[src/rtl/iob_plic_vec.sv]
// Vectored PLIC: level/edge gateways with saturating edge counters, registered per-target arbitration and claim/complete over IOb; IOB_PLIC_VEC_THRESHOLD_EN adds threshold registers.
// Read data one cycle after request and no wait states; src_i to irq_o is 3 cycles, and a register write reaches best_id 2 cycles later.
module iob_plic_vec #(
    parameter int N_SOURCES         = 16,
    parameter int N_TARGETS         = 2,
    parameter int PRIORITIES        = 8,
    parameter int MAX_PENDING_COUNT = 4,
    parameter int ADDR_W            = 10,
    parameter int DATA_W            = 32,
    localparam int ID_W             = $clog2(N_SOURCES + 1),
    localparam int PRIO_W           = $clog2(PRIORITIES)
) (
    input  logic                      clk_i,
    input  logic                      arst_n_i,
    input  logic                      cke_i,
    input  logic                      iob_avalid_i,
    input  logic [ADDR_W-1:0]         iob_addr_i,
    input  logic [DATA_W-1:0]         iob_wdata_i,
    input  logic [DATA_W/8-1:0]       iob_wstrb_i,
    output logic                      iob_rvalid_o,
    output logic [DATA_W-1:0]         iob_rdata_o,
    output logic                      iob_ready_o,
    input  logic [N_SOURCES-1:0]      src_i,
    output logic [N_TARGETS-1:0]      irq_o,
    output logic [N_TARGETS*ID_W-1:0] irq_id_o
);
    localparam int CNT_W = $clog2(MAX_PENDING_COUNT + 1);
    localparam logic [CNT_W-1:0] CNT_MAX = CNT_W'(MAX_PENDING_COUNT);

    logic [N_SOURCES:1]                 src_q, src_qq, rise, edge_mode, insvc, pending;
    logic [N_SOURCES:1]                 claim_hit, cpl_hit;
    logic [N_SOURCES:1][PRIO_W-1:0]     prio;
    logic [N_SOURCES:1][CNT_W-1:0]      cnt;
    logic [N_TARGETS-1:0][N_SOURCES:1]  en;
    logic [N_TARGETS-1:0][PRIO_W-1:0]   thr;
    logic [N_TARGETS-1:0][ID_W-1:0]     best_id, best_nxt;
    logic [N_TARGETS-1:0]               tgt_hit;
    logic [ID_W-1:0]                    claim_id;
    logic [DATA_W-1:0]                  rd_val;
    logic                               ready_q, rd, wr, claim, cpl, in_map;
    logic                               sel_prio, sel_pend, sel_edge, sel_tgt;
    logic [9:0]                         a;
    logic [4:0]                         src_idx;
    logic [2:0]                         tgt;
    logic [1:0]                         sub;
    logic                               unused_bits;

    assign unused_bits = ^{iob_wdata_i, iob_addr_i};

    assign a        = iob_addr_i[9:0];
    assign in_map   = (iob_addr_i >> 10) == '0;
    assign src_idx  = a[6:2];
    assign tgt      = a[6:4];
    assign sub      = a[3:2];
    assign sel_prio = in_map && (a[9:7] == 3'b000);
    assign sel_pend = in_map && (a[9:2] == 8'h20);
    assign sel_edge = in_map && (a[9:2] == 8'h21);
    assign sel_tgt  = in_map && (a[9:7] == 3'b010);

    assign rd    = cke_i && iob_avalid_i && ready_q && (iob_wstrb_i == '0);
    assign wr    = cke_i && iob_avalid_i && ready_q && (iob_wstrb_i != '0);
    assign claim = rd && (sub == 2'd2) && (|tgt_hit);
    assign cpl   = wr && (sub == 2'd2) && (|tgt_hit);
    assign rise  = src_q & ~src_qq;

    always_comb begin
        claim_id = '0;
        for (int t = 0; t < N_TARGETS; t++) begin
            tgt_hit[t] = sel_tgt && (tgt == 3'(t));
            if (tgt_hit[t]) claim_id = best_id[t];
        end
    end

    // A claim of ID 0 matches no source, so an empty claim is harmless.
    always_comb begin
        for (int k = 1; k <= N_SOURCES; k++) begin
            claim_hit[k] = claim && (claim_id == ID_W'(k));
            cpl_hit[k]   = cpl && (iob_wdata_i[ID_W-1:0] == ID_W'(k));
            pending[k]   = !insvc[k] && (edge_mode[k] ? (cnt[k] != '0) : src_qq[k]);
        end
    end

    always_comb begin
        rd_val = '0;
        if (sel_prio) begin
            for (int k = 1; k <= N_SOURCES; k++)
                if (src_idx == 5'(k)) rd_val[PRIO_W-1:0] = prio[k];
        end
        if (sel_pend) rd_val[N_SOURCES:1] = pending;
        if (sel_edge) rd_val[N_SOURCES:1] = edge_mode;
        for (int t = 0; t < N_TARGETS; t++) begin
            if (tgt_hit[t]) begin
                case (sub)
                    2'd0:    rd_val[N_SOURCES:1] = en[t];
                    2'd1:    rd_val[PRIO_W-1:0] = thr[t];
                    2'd2:    rd_val[ID_W-1:0] = best_id[t];
                    default: rd_val = '0;
                endcase
            end
        end
    end

    // Strict '>' against the running best gives lowest-ID tie-break and excludes priority <= threshold.
    always_comb begin
        logic [PRIO_W-1:0] bp;
        for (int t = 0; t < N_TARGETS; t++) begin
            best_nxt[t] = '0;
            bp = thr[t];
            for (int k = 1; k <= N_SOURCES; k++) begin
                if (pending[k] && en[t][k] && (prio[k] > bp)) begin
                    bp = prio[k];
                    best_nxt[t] = ID_W'(k);
                end
            end
        end
    end

    always_ff @(posedge clk_i or negedge arst_n_i) begin
        if (!arst_n_i) begin
            src_q  <= '0;
            src_qq <= '0;
            insvc  <= '0;
            cnt    <= '0;
        end else if (cke_i) begin
            src_q  <= src_i;
            src_qq <= src_q;
            for (int k = 1; k <= N_SOURCES; k++) begin
                if (claim_hit[k]) insvc[k] <= 1'b1;
                else if (cpl_hit[k]) insvc[k] <= 1'b0;
                if (edge_mode[k]) begin
                    if (rise[k] && !claim_hit[k] && (cnt[k] != CNT_MAX))
                        cnt[k] <= cnt[k] + 1'b1;
                    else if (!rise[k] && claim_hit[k] && (cnt[k] != '0))
                        cnt[k] <= cnt[k] - 1'b1;
                end
            end
        end
    end

    always_ff @(posedge clk_i or negedge arst_n_i) begin
        if (!arst_n_i) begin
            prio      <= '0;
            edge_mode <= '0;
            en        <= '0;
            best_id   <= '0;
        end else if (cke_i) begin
            best_id <= best_nxt;
            if (wr && sel_prio) begin
                for (int k = 1; k <= N_SOURCES; k++)
                    if (src_idx == 5'(k)) prio[k] <= iob_wdata_i[PRIO_W-1:0];
            end
            if (wr && sel_edge) edge_mode <= iob_wdata_i[N_SOURCES:1];
            for (int t = 0; t < N_TARGETS; t++)
                if (wr && tgt_hit[t] && (sub == 2'd0)) en[t] <= iob_wdata_i[N_SOURCES:1];
        end
    end

`ifdef IOB_PLIC_VEC_THRESHOLD_EN
    always_ff @(posedge clk_i or negedge arst_n_i) begin
        if (!arst_n_i) begin
            thr <= '0;
        end else if (cke_i) begin
            for (int t = 0; t < N_TARGETS; t++)
                if (wr && tgt_hit[t] && (sub == 2'd1)) thr[t] <= iob_wdata_i[PRIO_W-1:0];
        end
    end
`else
    assign thr = '0;
`endif

    always_ff @(posedge clk_i or negedge arst_n_i) begin
        if (!arst_n_i) begin
            ready_q      <= 1'b0;
            iob_rvalid_o <= 1'b0;
            iob_rdata_o  <= '0;
        end else if (cke_i) begin
            ready_q      <= 1'b1;
            iob_rvalid_o <= rd;
            iob_rdata_o  <= rd ? rd_val : '0;
        end
    end

    assign iob_ready_o = ready_q;
    assign irq_id_o    = best_id;
    always_comb begin
        for (int t = 0; t < N_TARGETS; t++) irq_o[t] = (best_id[t] != '0);
    end

endmodule

[config.mk]
export PLATFORM = sky130hd
export DESIGN_NAME = iob_plic_vec
export DESIGN_NICKNAME = d
export VERILOG_FILES = /design/src/rtl/iob_plic_vec.sv
export SDC_FILE = /design/constraint.sdc
export NUM_CORES = 1
export LEC_CHECK = 0
export ABC_AREA = 1
export BUFFER_PORTS_ARGS = -buffer_cell sky130_fd_sc_hd__clkbuf_2
export CORE_ASPECT_RATIO = 0.75
export CORE_MARGIN = 1.5
export CORE_UTILIZATION = 55
export CTS_CLUSTER_DIAMETER = 60
export CTS_CLUSTER_SIZE = 25
export DETAILED_ROUTE_END_ITERATION = 6
export HOLD_SLACK_MARGIN = 0.02
export PLACE_DENSITY = 0.74
export SETUP_SLACK_MARGIN = 0.3
export SLEW_MARGIN = 10
export SYNTH_ARGS = -nofsm -noshare
export SYNTH_HDL_FRONTEND = slang
export SYNTH_SLANG_ARGS = --single-unit
export TNS_END_PERCENT = 100
[constraint.sdc]
create_clock -name clk_i -period 23.5 [get_ports clk_i]
set_input_delay 2.35 -clock clk_i [delete_from_list [all_inputs] [get_ports clk_i]]
set_output_delay 2.35 -clock clk_i [all_outputs]
set_load 0.005 [all_outputs]
==> flow_metrics.env, run 1 <==
export IMPL_worst_setup_path_end_kind="flip-flop"
export IMPL_ys_seq_area_share_pct=38.01
export IMPL_power_frac_seq_pct=47.8
export IMPL_fin_crit_sh_pct=78.13
export IMPL_core_area_sq_um=25970
export IMPL_fin_crit_ns=18.36
export IMPL_finalClockSkew_ns=0.02775
export IMPL_syn_inst=1932
export IMPL_rsz0062_at_grt="false"
export IMPL_power_uw=859.2
export IMPL_hold_path_class="reg -> reg"
export IMPL_total_leakage_power_uw=0.007701
export IMPL_arrival_ns=18.81
export IMPL_run_status="completed"
export IMPL_hold_viol_final=0
export IMPL_power_frac_clock_pct=40.2
export IMPL_ys_ff_latch=221
export IMPL_yosys_cell_types_count=50
export IMPL_setup_viol_count_final=0
export IMPL_ys_top_cells_by_count="445 x nand2_1, 235 x inv_1, 225 x o21ai_0"
export IMPL_die_w_um=190.8
export IMPL_tightest_slew_ns=1.221
export IMPL_stdcell_count=2358
export IMPL_power_per_cell_area_nw_per_um2=53.95
export IMPL_cp_num_buf_inv=6
export IMPL_ir_drop_mv=0.06222
export IMPL_crit_type="reg -> reg"
export IMPL_synthTopCellsByArea="dfrtp_1 38%, nand2_1 11%, o21ai_0 7.7%"
export IMPL_startpoint_type="flip-flop"
export IMPL_yosys_area_top_type="dfrtp_1"
export IMPL_drv_slew=0
export IMPL_grt_overflow_total=0
export IMPL_synth_most_common_cell="nand2_1"
export IMPL_syn2layout_area_growth_pct=9.450
export IMPL_cts_buffer_depth=3
export IMPL_cts_sink_count=221
export IMPL_die_h_um=143.9
export IMPL_fmax_ghz=0.05446
export IMPL_synthArstFlopShare_pct=100.0
export IMPL_dpl_hpwl_um=32380
export IMPL_start_util_pct=56.03
export IMPL_ys_dominant_reg_cell="dfrtp_1"
export IMPL_fin_hold_ws_ns=0.4911
export IMPL_gr_usage_all_layers_pct=31.80
export IMPL_power_share_combinational_pct=12.0
export IMPL_vias=13650
export IMPL_drc=0
export IMPL_cts_made_buffers=18
export IMPL_synth_area_sq_um=14550
export IMPL_grt_max_degree=79
export IMPL_clock_root_buffer="clkbuf_16"
export IMPL_switching_share_pct=29.05
export IMPL_clk_latency_ns=0.53
export IMPL_first_pass_iters=6
export IMPL_post_cts_setup_buffer_count=0
export IMPL_num_rows=51
export IMPL_htreeDepth=1
export IMPL_cts_clk_slew_worst_paths_ns=0.08
export IMPL_timing_setup_tns_ns=0
export IMPL_synth_top_area_share_pct=38.01
export IMPL_required_ns=23.95
export IMPL_cp_top_family="simple AND/OR/NAND/NOR gates"
export IMPL_grt_pass1_wl_um=67420
export IMPL_die_area_sq_um=27450
export IMPL_drt_wl_total_um=42550
export IMPL_synth_area_per_cell_sq_um=7.532
export IMPL_grt_pass1_vias=12610
export IMPL_wl_per_cell_um=18.05
export IMPL_p_switching_uw=249.6
export IMPL_final_util_pct=61.32
export IMPL_grt_antenna_before_repair=0
export IMPL_max_cap_viol_count=0
export IMPL_path_max_fanout=8
export IMPL_place_gp_congestion=0.9626
export IMPL_max_slew_margin_rel_pct=18.30
export IMPL_synth_edf_count=0
export IMPL_dp_cells=2326
export IMPL_p_int_uw=609.6
export IMPL_drive_gt1_share_pct=12.71
export IMPL_antenna_left=0
export IMPL_antennaDiodeCount=0
export IMPL_io_pins=112
export IMPL_cts_resized=0
export IMPL_finalNetCount=2132
export IMPL_n_fill_cell=2350
export IMPL_cts_hold_buffers=0
export IMPL_cpMaxStageDelayCell="nor4_1"
export IMPL_cts_tree="done"
export IMPL_yosys_warnings=0
export IMPL_first_iter_violations=1550
export IMPL_critPathMostFrequentCell="o21ai_0"
export IMPL_slowest_delay_ns=0.79
export IMPL_port_buffers=79
export IMPL_vias_per_cell=5.790
## power by group through the flow
stage | registers [uW] | logic, uW | clock network, uW
3_3_place_gp | 417 | 98.0 | 0
5_1_grt | 413 | 117 | 365
6_report | 411 | 103 | 346
2_1_floorplan | 414 | 69.2 | 0
4_1_cts | 410 | 103 | 352
3_5_place_dp | 418 | 102 | 0
## worst register-to-register path: cells and delay by family (launching register included)
kind,cells,cell delay (ns)
fa+ha+maj,15,4.36
simple gates,51,6.37
compound gates,27,6.33
flops,1,0.54
buf+inv,6,0.70
## registers in the layout, indices dropped and copies added (netlist names), 10 cells and up
signal	cells
edge_mode	16
prio	48
insvc	16
irq_id_o	10
iob_rdata_o	17
cnt	48
src_q	16
src_qq	16
en	32
## cells in the final DEF, fill, tap and decap left out, types with 6 or more instances in the layout
master     netlist  layout
o21ai_1          6       6
nand2_4          9       9
mux2_2          13      13
conb_1           1      15
nand2_1        445     445
o21ai_0        225     225
o31ai_1         21      21
o41ai_1          7       7
nand2_2         60      60
fa_1            16      16
nand4_1         10      10
dfrtp_1        221     221
clkbuf_16        0      19
xnor2_1         21      21
a21oi_1         57      57
o211ai_1         9       9
a31oi_1         23      23
inv_1          235     235
nand3_2         22      22
o21ai_2          7       7
clkinv_1         8       8
o22ai_1         22      22
o221ai_1         6       6
or2_2           10      10
buf_4           18      10
ha_1            48      48
nor3_1          32      31
nand3_1        117     117
xor2_1          20      20
nor2_1         147     147
a22o_1          13      13
clkbuf_2         0      78
## path summary, 6_finish.rpt
check	depth (start not counted)	startpoint	to	slack, ns
worst max-delay path	99	edge_mode[1]	irq_id_o[1]	5.14
worst min-delay path	2	src_q[4]	src_qq[4]	0.49
worst max register to register	99	edge_mode[1]	irq_id_o[1]	5.14
worst min register to register	2	src_q[4]	src_qq[4]	0.49
max in group asynchronous	2	arst_n_i	insvc[16]	20.30
min in group asynchronous	1	arst_n_i	src_qq[5]	1.78
## area by class of cell
| cell class | count | area [sq um] | share of cell area [%] |
|---|---|---|---|
| flip-flops and latches | 221 | 5530 | 34.72 |
| multi-input cells | 1424 | 7880 | 49.48 |
| clock buffers | 20 | 479.2 | 3.009 |
| well taps | 344 | 430.4 | 2.702 |
| clock inverters | 12 | 195.2 | 1.226 |
| inverters | 248 | 930.9 | 5.845 |
| repair buffers | 89 | 480.5 | 3.017 |
## through the flow
step                      instance area (sq um)  setup WS, ns
after floorplan                           14600         8.533
after global placement                    15250         5.856
after detailed placement                  15250         5.448
after CTS                                 15930         5.402
after global routing                      15930         3.196
final                                     15930         5.139
## layer usage
| metal | global-route usage (%) | up-vias | wire [um] | part of all wire [%] |
|---|---|---|---|---|
| met5 | 0 | - | 0 | 0 |
| met4 | 10.98 | 0 | 1539 | 3.6 |
| met1 | 45.83 | 6470 | 18980 | 45 |
| met3 | 5.299 | 80 | 3632 | 8.5 |
| met2 | 48.42 | 564 | 18400 | 43 |
| li1 | - | 6538 | - | - |
## logic make-up after synthesis
logic type | count (synthesis) | share of synthesized area, %
AND/OR/NAND/NOR | 867 | 26.87
AO/OA/AOI/OAI | 424 | 17.06
buffers and inverters | 301 | 8.237
flip-flops | 221 | 38.01
adder cells (fa/ha/maj) | 64 | 6.329
XOR/XNOR | 41 | 2.468
multiplexers | 13 | 1.006
other | 1 | 0.02577
No activity file was read; power rests on OpenSTA's default activity.
==> run 2: changes to the inputs <==
--- a/config.mk
+++ b/config.mk
@@ -14,7 +14,7 @@
 export CTS_CLUSTER_SIZE = 25
 export DETAILED_ROUTE_END_ITERATION = 6
 export HOLD_SLACK_MARGIN = 0.02
-export PLACE_DENSITY = 0.74
+export PLACE_DENSITY = 0.77
 export SETUP_SLACK_MARGIN = 0.3
 export SLEW_MARGIN = 10
 export SYNTH_ARGS = -nofsm -noshare
==> constraint.sdc (replaced) <==
create_clock -name clk_i -period 15.5 [get_ports clk_i]
set_input_delay 1.55 -clock clk_i [delete_from_list [all_inputs] [get_ports clk_i]]
set_output_delay 1.55 -clock clk_i [all_outputs]
set_load 0.005 [all_outputs]
==> flow_metrics.env, run 2 (synthesized netlist as in run 1, its figures left out) <==
export IMPL_cpMaxStageDelayCell="dfrtp_1"
export IMPL_fin_hold_ws_ns=0.4891
export IMPL_met3_length_um=4311
export IMPL_cts_sink_count=221
export IMPL_power_per_cell_area_nw_per_um2=70.62
export IMPL_path_max_fanout=6
export IMPL_cts_buffer_depth=3
export IMPL_m1WireLength_um=19450
export IMPL_max_slew_margin_rel_pct=17.26
export IMPL_antennaDiodeCount=0
export IMPL_syn2layout_area_growth_pct=26.41
export IMPL_drive_gt1_share_pct=27.69
export IMPL_cts_hold_buffers=0
export IMPL_fin_crit_ns=15.41
export IMPL_first_iter_violations=1709
export IMPL_grt_overflow_total=0
export IMPL_total_leakage_power_uw=0.009039
export IMPL_crit_type="reg -> reg"
export IMPL_rr_worst_depth=113
export IMPL_rsz0062_at_grt="true"
export IMPL_fin_crit_sh_pct=99.39
export IMPL_p_switching_uw=395.4
export IMPL_hold_viol_final=0
export IMPL_antenna_left=0
export IMPL_ir_drop_mv=0.08909
export IMPL_port_buffers=79
export IMPL_tightest_slew_ns=1.237
export IMPL_final_area_sq_um=18400
export IMPL_first_pass_iters=6
export IMPL_grt_pass1_vias=13270
export IMPL_max_cap_viol_count=0
export IMPL_crit_path_end="irq_id_o[2]"
export IMPL_die_w_um=190.8
export IMPL_die_h_um=143.9
export IMPL_htreeDepth=1
export IMPL_num_rows=51
export IMPL_startpoint_type="flip-flop"
export IMPL_run_status="completed"
export IMPL_worstHoldStart="src_q[4]"
export IMPL_arrival_ns=15.86
export IMPL_p_int_uw=903.7
export IMPL_drc=0
export IMPL_dp_cells=2454
export IMPL_power_frac_clock_pct=38.0
export IMPL_gr_usage_all_layers_pct=32.40
export IMPL_cp_num_buf_inv=12
export IMPL_vias=14850
export IMPL_crit_cells=113
export IMPL_r2r_end="irq_id_o[2]"
export IMPL_top_regs="cnt (48), prio (48), en (32)"
export IMPL_route_met2_wl_um=21330
export IMPL_place_gp_congestion=0.9578
export IMPL_die_area_sq_um=27450
export IMPL_critPathLaunch="edge_mode[1]"
export IMPL_dr_max_layer_used="met5"
export IMPL_cts_tree="done"
export IMPL_final_common_cell="nand2_1"
export IMPL_placed_area_sq_um=16210
export IMPL_layout_common_cells="399 x nand2_1, 231 x inv_1, 221 x dfrtp_1"
export IMPL_grt_pass1_wl_um=69370
export IMPL_grt_max_degree=80
export IMPL_clock_root_buffer="clkbuf_16"
export IMPL_drv_slew=0
export IMPL_slowest_delay_ns=0.43
export IMPL_vias_per_cell=5.813
export IMPL_worst_setup_path_end_kind="flip-flop"
export IMPL_hold_path_class="reg -> reg"
export IMPL_power_frac_seq_pct=47.9
export IMPL_stdcell_count=2554
export IMPL_dpl_hpwl_um=33170
export IMPL_fmax_ghz=0.06491
export IMPL_clk_latency_ns=0.52
export IMPL_timing_setup_tns_ns=0
export IMPL_start_util_pct=56.03
export IMPL_finalNetCount=2331
export IMPL_reg2reg_from="edge_mode[1]"
export IMPL_power_share_combinational_pct=14.1
export IMPL_switching_share_pct=30.43
export IMPL_io_pins=112
export IMPL_setup_viol_count_final=0
export IMPL_r2r_setup_slack_ns=0.09
export IMPL_core_area_sq_um=25970
export IMPL_grt_antenna_before_repair=1
export IMPL_required_ns=15.95
export IMPL_cp_top_family="simple AND/OR/NAND/NOR gates"
export IMPL_wl_per_cell_um=18.33
export IMPL_finalClockSkew_ns=0.02016
export IMPL_drt_wl_total_um=46810
export IMPL_cts_made_buffers=17
export IMPL_cts_clk_slew_worst_paths_ns=0.09
[run 2: metrics by stage]
step	utilization [%]	total power [uW]	worst slack, ns
global placement	62.43	786.0	-0.6516
detailed placement	62.43	795.3	-1.278
CTS	65.47	1285	0.3191
floorplan	-	732.1	0.5332
finish	70.83	1299	0.09378
global route	70.83	1350	-0.5671
[run 2: per-layer routing]
layer,vias to the layer above,track usage (%)
met3,124,5.958
met1,7059,45.93
met4,2,11.19
met5,-,0
li1,6930,-
met2,731,49.87
[run 2: what timing repair did]
action | 4_1_cts | 5_1_grt
pin swaps | 3 | 162
setup endpoints to repair | 10 | 10
buffers inserted | 12 | 60
gates resized for setup | 55 | 206
[run 2: area by class of cell]
class / instances / area (sq um)
Fill cell: 2037 / 7576
Multi-Input combinational cell: 1424 / 8900
Tap cell: 344 / 430.4
Sequential cell: 221 / 5530
Clock inverter: 11 / 171.4
Inverter: 248 / 933.4
Timing Repair Buffer: 289 / 2004
Clock buffer: 17 / 425.4
[run 2: power groups by stage]
| stage | Clock (uW) | Sequential (uW) | Combinational (uW) |
|---|---|---|---|
| floorplan | 0 | 627 | 105 |
| global placement | 0 | 631 | 155 |
| detailed placement | 0 | 632 | 163 |
| CTS | 499 | 621 | 165 |
| global route | 521 | 626 | 203 |
| finish | 494 | 622 | 183 |
[run 2: worst min-delay path by stage]
stage | to | depth (start not counted)
finish | src_qq[4] | 2
global route | prio[9] | 2
CTS | prio[18] | 2
detailed placement | src_qq[9] | 2
global placement | src_qq[12] | 2
floorplan | insvc[5] | 2
[run 2: tightest hold or removal path, stage by stage, from the launching register on]
cell     delay (ns)
dfrtp_1        0.35
nand2_1        0.05
o21ai_0        0.06
==> run 3: changes to the inputs <==
--- a/config.mk
+++ b/config.mk
@@ -5,7 +5,7 @@
 export SDC_FILE = /design/constraint.sdc
 export NUM_CORES = 1
 export LEC_CHECK = 0
-export ABC_AREA = 1
+export ABC_AREA = 0
 export BUFFER_PORTS_ARGS = -buffer_cell sky130_fd_sc_hd__clkbuf_2
 export CORE_ASPECT_RATIO = 0.75
 export CORE_MARGIN = 1.5
==> flow_metrics.env, run 3 <==
export IMPL_setup_viol_count_final=10
export IMPL_cts_sink_count=221
export IMPL_hold_viol_final=0
export IMPL_first_pass_iters=7
export IMPL_place_gp_congestion=1.051
export IMPL_path_max_fanout=3
export IMPL_dpl_hpwl_um=40410
export IMPL_grt_overflow_total=0
export IMPL_syn_inst=1634
export IMPL_violations="design-rule violations, negative setup slack"
export IMPL_crit_type="reg -> reg"
export IMPL_rr_worst_depth=101
export IMPL_fmax_ghz=0.05339
export IMPL_fin_crit_sh_pct=120.8
export IMPL_power_frac_clock_pct=34.4
export IMPL_die_area_sq_um=28830
export IMPL_multi_input_comb_area_sq_um=10310
export IMPL_synthArstFlopShare_pct=100.0
export IMPL_synth_top_area_share_pct=36.16
export IMPL_die_h_um=147.4
export IMPL_yosys_cell_types_count=106
export IMPL_start_util_pct=56.37
export IMPL_layout_setup_ws_ns=-3.231
export IMPL_power_per_cell_area_nw_per_um2=73.08
export IMPL_grt_pass1_wl_um=83280
export IMPL_antenna_left=0
export IMPL_grt_antenna_before_repair=0
export IMPL_reg2reg_from="cnt[0]"
export IMPL_ir_drop_mv=0.08189
export IMPL_synth_most_common_cell="dfrtp_1"
export IMPL_finalClockSkew_ns=0.04366
export IMPL_seq_area_sq_um=5530
export IMPL_clk_latency_ns=0.55
export IMPL_synth_area_per_cell_sq_um=9.360
export IMPL_ys_top_cells_by_count="221 x dfrtp_1, 184 x nand2_1, 137 x mux2_2"
export IMPL_yosys_warnings=0
export IMPL_required_ns=15.94
export IMPL_arrival_ns=19.17
export IMPL_n_fill_cell=2008
export IMPL_power_share_combinational_pct=20.1
export IMPL_final_util_pct=72.68
export IMPL_die_w_um=195.6
export IMPL_syn2layout_area_growth_pct=28.94
export IMPL_max_slew_margin_rel_pct=3.017
export IMPL_switching_share_pct=32.50
export IMPL_grt_pass1_vias=14490
export IMPL_grt_max_degree=93
export IMPL_clock_root_buffer="clkbuf_16"
export IMPL_slowest_delay_ns=0.56
export IMPL_cpMaxStageDelayCell="or4b_4"
export IMPL_drive_gt1_share_pct=37.68
export IMPL_layout_common_cells="287 x buf_4, 221 x dfrtp_1, 174 x nand2_1"
export IMPL_startpoint_type="flip-flop"
export IMPL_synth_edf_count=0
export IMPL_final_common_cell="buf_4"
export IMPL_worst_setup_path_end_kind="flip-flop"
export IMPL_port_buffers=79
export IMPL_p_switching_uw=468.3
export IMPL_wl_per_cell_um=23.97
export IMPL_r2r_end="irq_id_o[5]"
export IMPL_vias_per_cell=6.649
export IMPL_cts_made_buffers=17
export IMPL_r2r_setup_slack_ns=-3.23
export IMPL_tightest_slew_ns=1.446
export IMPL_power_frac_seq_pct=45.6
export IMPL_htreeDepth=1
export IMPL_antennaDiodeCount=0
export IMPL_top_regs="cnt (48), prio (48), en (32)"
export IMPL_vias=15480
export IMPL_run_status="finished, violations left"
export IMPL_num_rows=52
export IMPL_io_pins=112
export IMPL_drv_slew=0
export IMPL_hold_path_class="reg -> reg"
export IMPL_ys_seq_area_share_pct=36.16
export IMPL_core_area_sq_um=27130
export IMPL_cts_clk_slew_worst_paths_ns=0.11
export IMPL_finalNetCount=2097
export IMPL_cts_buffer_depth=3
export IMPL_hold_depth=1
export IMPL_critPathLaunch="cnt[0]"
export IMPL_cts_tree="done"
export IMPL_fin_crit_ns=18.73
export IMPL_crit_path_end="irq_id_o[5]"
export IMPL_rsz0062_at_grt="true"
export IMPL_max_cap_viol_count=0
export IMPL_power_uw=1441
export IMPL_gr_usage_all_layers_pct=37.50
export IMPL_yosys_area_top_type="dfrtp_1"
export IMPL_ys_dominant_reg_cell="dfrtp_1"
export IMPL_total_leakage_power_uw=0.009160
export IMPL_p_int_uw=972.8
export IMPL_synth_area_sq_um=15290
export IMPL_synthTopCellsByArea="dfrtp_1 36%, mux2_2 10%, nand2_1 4.5%"
export IMPL_first_iter_violations=2073
export IMPL_drc=2
export IMPL_drt_wl_total_um=55790
export IMPL_ys_ff_latch=221
==> run 3: cell count changes after synthesis, moves of 60 or more <==
cell,before,now
inv_1,235,54
mux2_2,13,137
nand3_1,117,46
nand2_2,60,0
o21ai_0,225,70
nand2_1,445,184
==> run 3: critical path, delay by kind of cell (launching register included) <==
kind,cells,cell delay (ns)
adders and majority gates,18,4.84
and+or+nand+nor,30,4.04
DFF,1,0.38
buffers and inverters,8,0.86
muxes,4,1.34
AOI/OAI and AO/OA,41,7.10
==> run 3: worst min path at each step <==
stage / startpoint / to
final: iob_rdata_o[16] / iob_rdata_o[16]
after global routing: iob_rdata_o[14] / iob_rdata_o[14]
after CTS: iob_rdata_o[16] / iob_rdata_o[16]
after detailed placement: iob_rdata_o[11] / iob_rdata_o[11]
after global placement: iob_rdata_o[9] / iob_rdata_o[9]
after floorplan: insvc[4] / insvc[4]
==> run 3: per-layer routing <==
layer,track usage [%],wire (um),vias to the layer above
met5,0,0,-
met4,12.71,2188,0
met3,9.240,6641,171
met2,56.38,23840,1050
met1,53.06,23120,7525
li1,-,-,6734
==> run 3: kinds of logic after synthesis <==
group	after synthesis	synth area share [%]
compound gates	442	21.36
xor+xnor	50	2.863
fa+ha+maj	68	6.283
buf+inv	126	3.518
flops	221	36.16
mux	149	10.94
other cells	1	0.02452
simple gates	577	18.86
==> run 3: layout make-up <==
class                           instances  share of cell area, %
Clock buffer                           19                  2.297
Clock inverter                         10                 0.8185
Inverter                               55                  1.060
Multi-Input combinational cell       1301                  52.29
Sequential cell                       221                  28.04
Tap cell                              351                  2.227
Timing Repair Buffer                  371                  13.27
==> run 3: power groups by stage <==
stage / clock (uW) / sequential [uW] / combinational [uW]
global route: 518 / 661 / 312
global placement: 0 / 663 / 246
floorplan: 0 / 655 / 154
detailed placement: 0 / 665 / 259
finish: 495 / 657 / 289
CTS: 497 / 654 / 269
==> run 3: what timing repair did <==
item                                    in CTS  in global routing
endpoints found under the setup margin      10                 10
hold buffers                                 0                  0
setup buffers                               56                 36
gates resized for setup                     35                 92
pin swaps                                   59                 88
==> run 3: stage by stage <==
| step | instances | setup slack [ns] | hold WS (ns) | area, sq um | setup TNS, ns |
|---|---|---|---|---|---|
| 6_report | 2328 | -3.231 | 0.4905 | 19720 | -29.53 |
| 5_1_grt | 2328 | -3.959 | 0.5127 | 19720 | -36.59 |
| 3_3_place_gp | 2207 | -3.050 | 0.4653 | 17740 | -25.85 |
| 3_5_place_dp | 2207 | -3.363 | 0.4712 | 17740 | -30.65 |
| 4_1_cts | 2292 | -2.992 | 0.4961 | 18950 | -27.57 |
| 2_1_floorplan | 1648 | -2.508 | 0.4583 | 15720 | -23.77 |
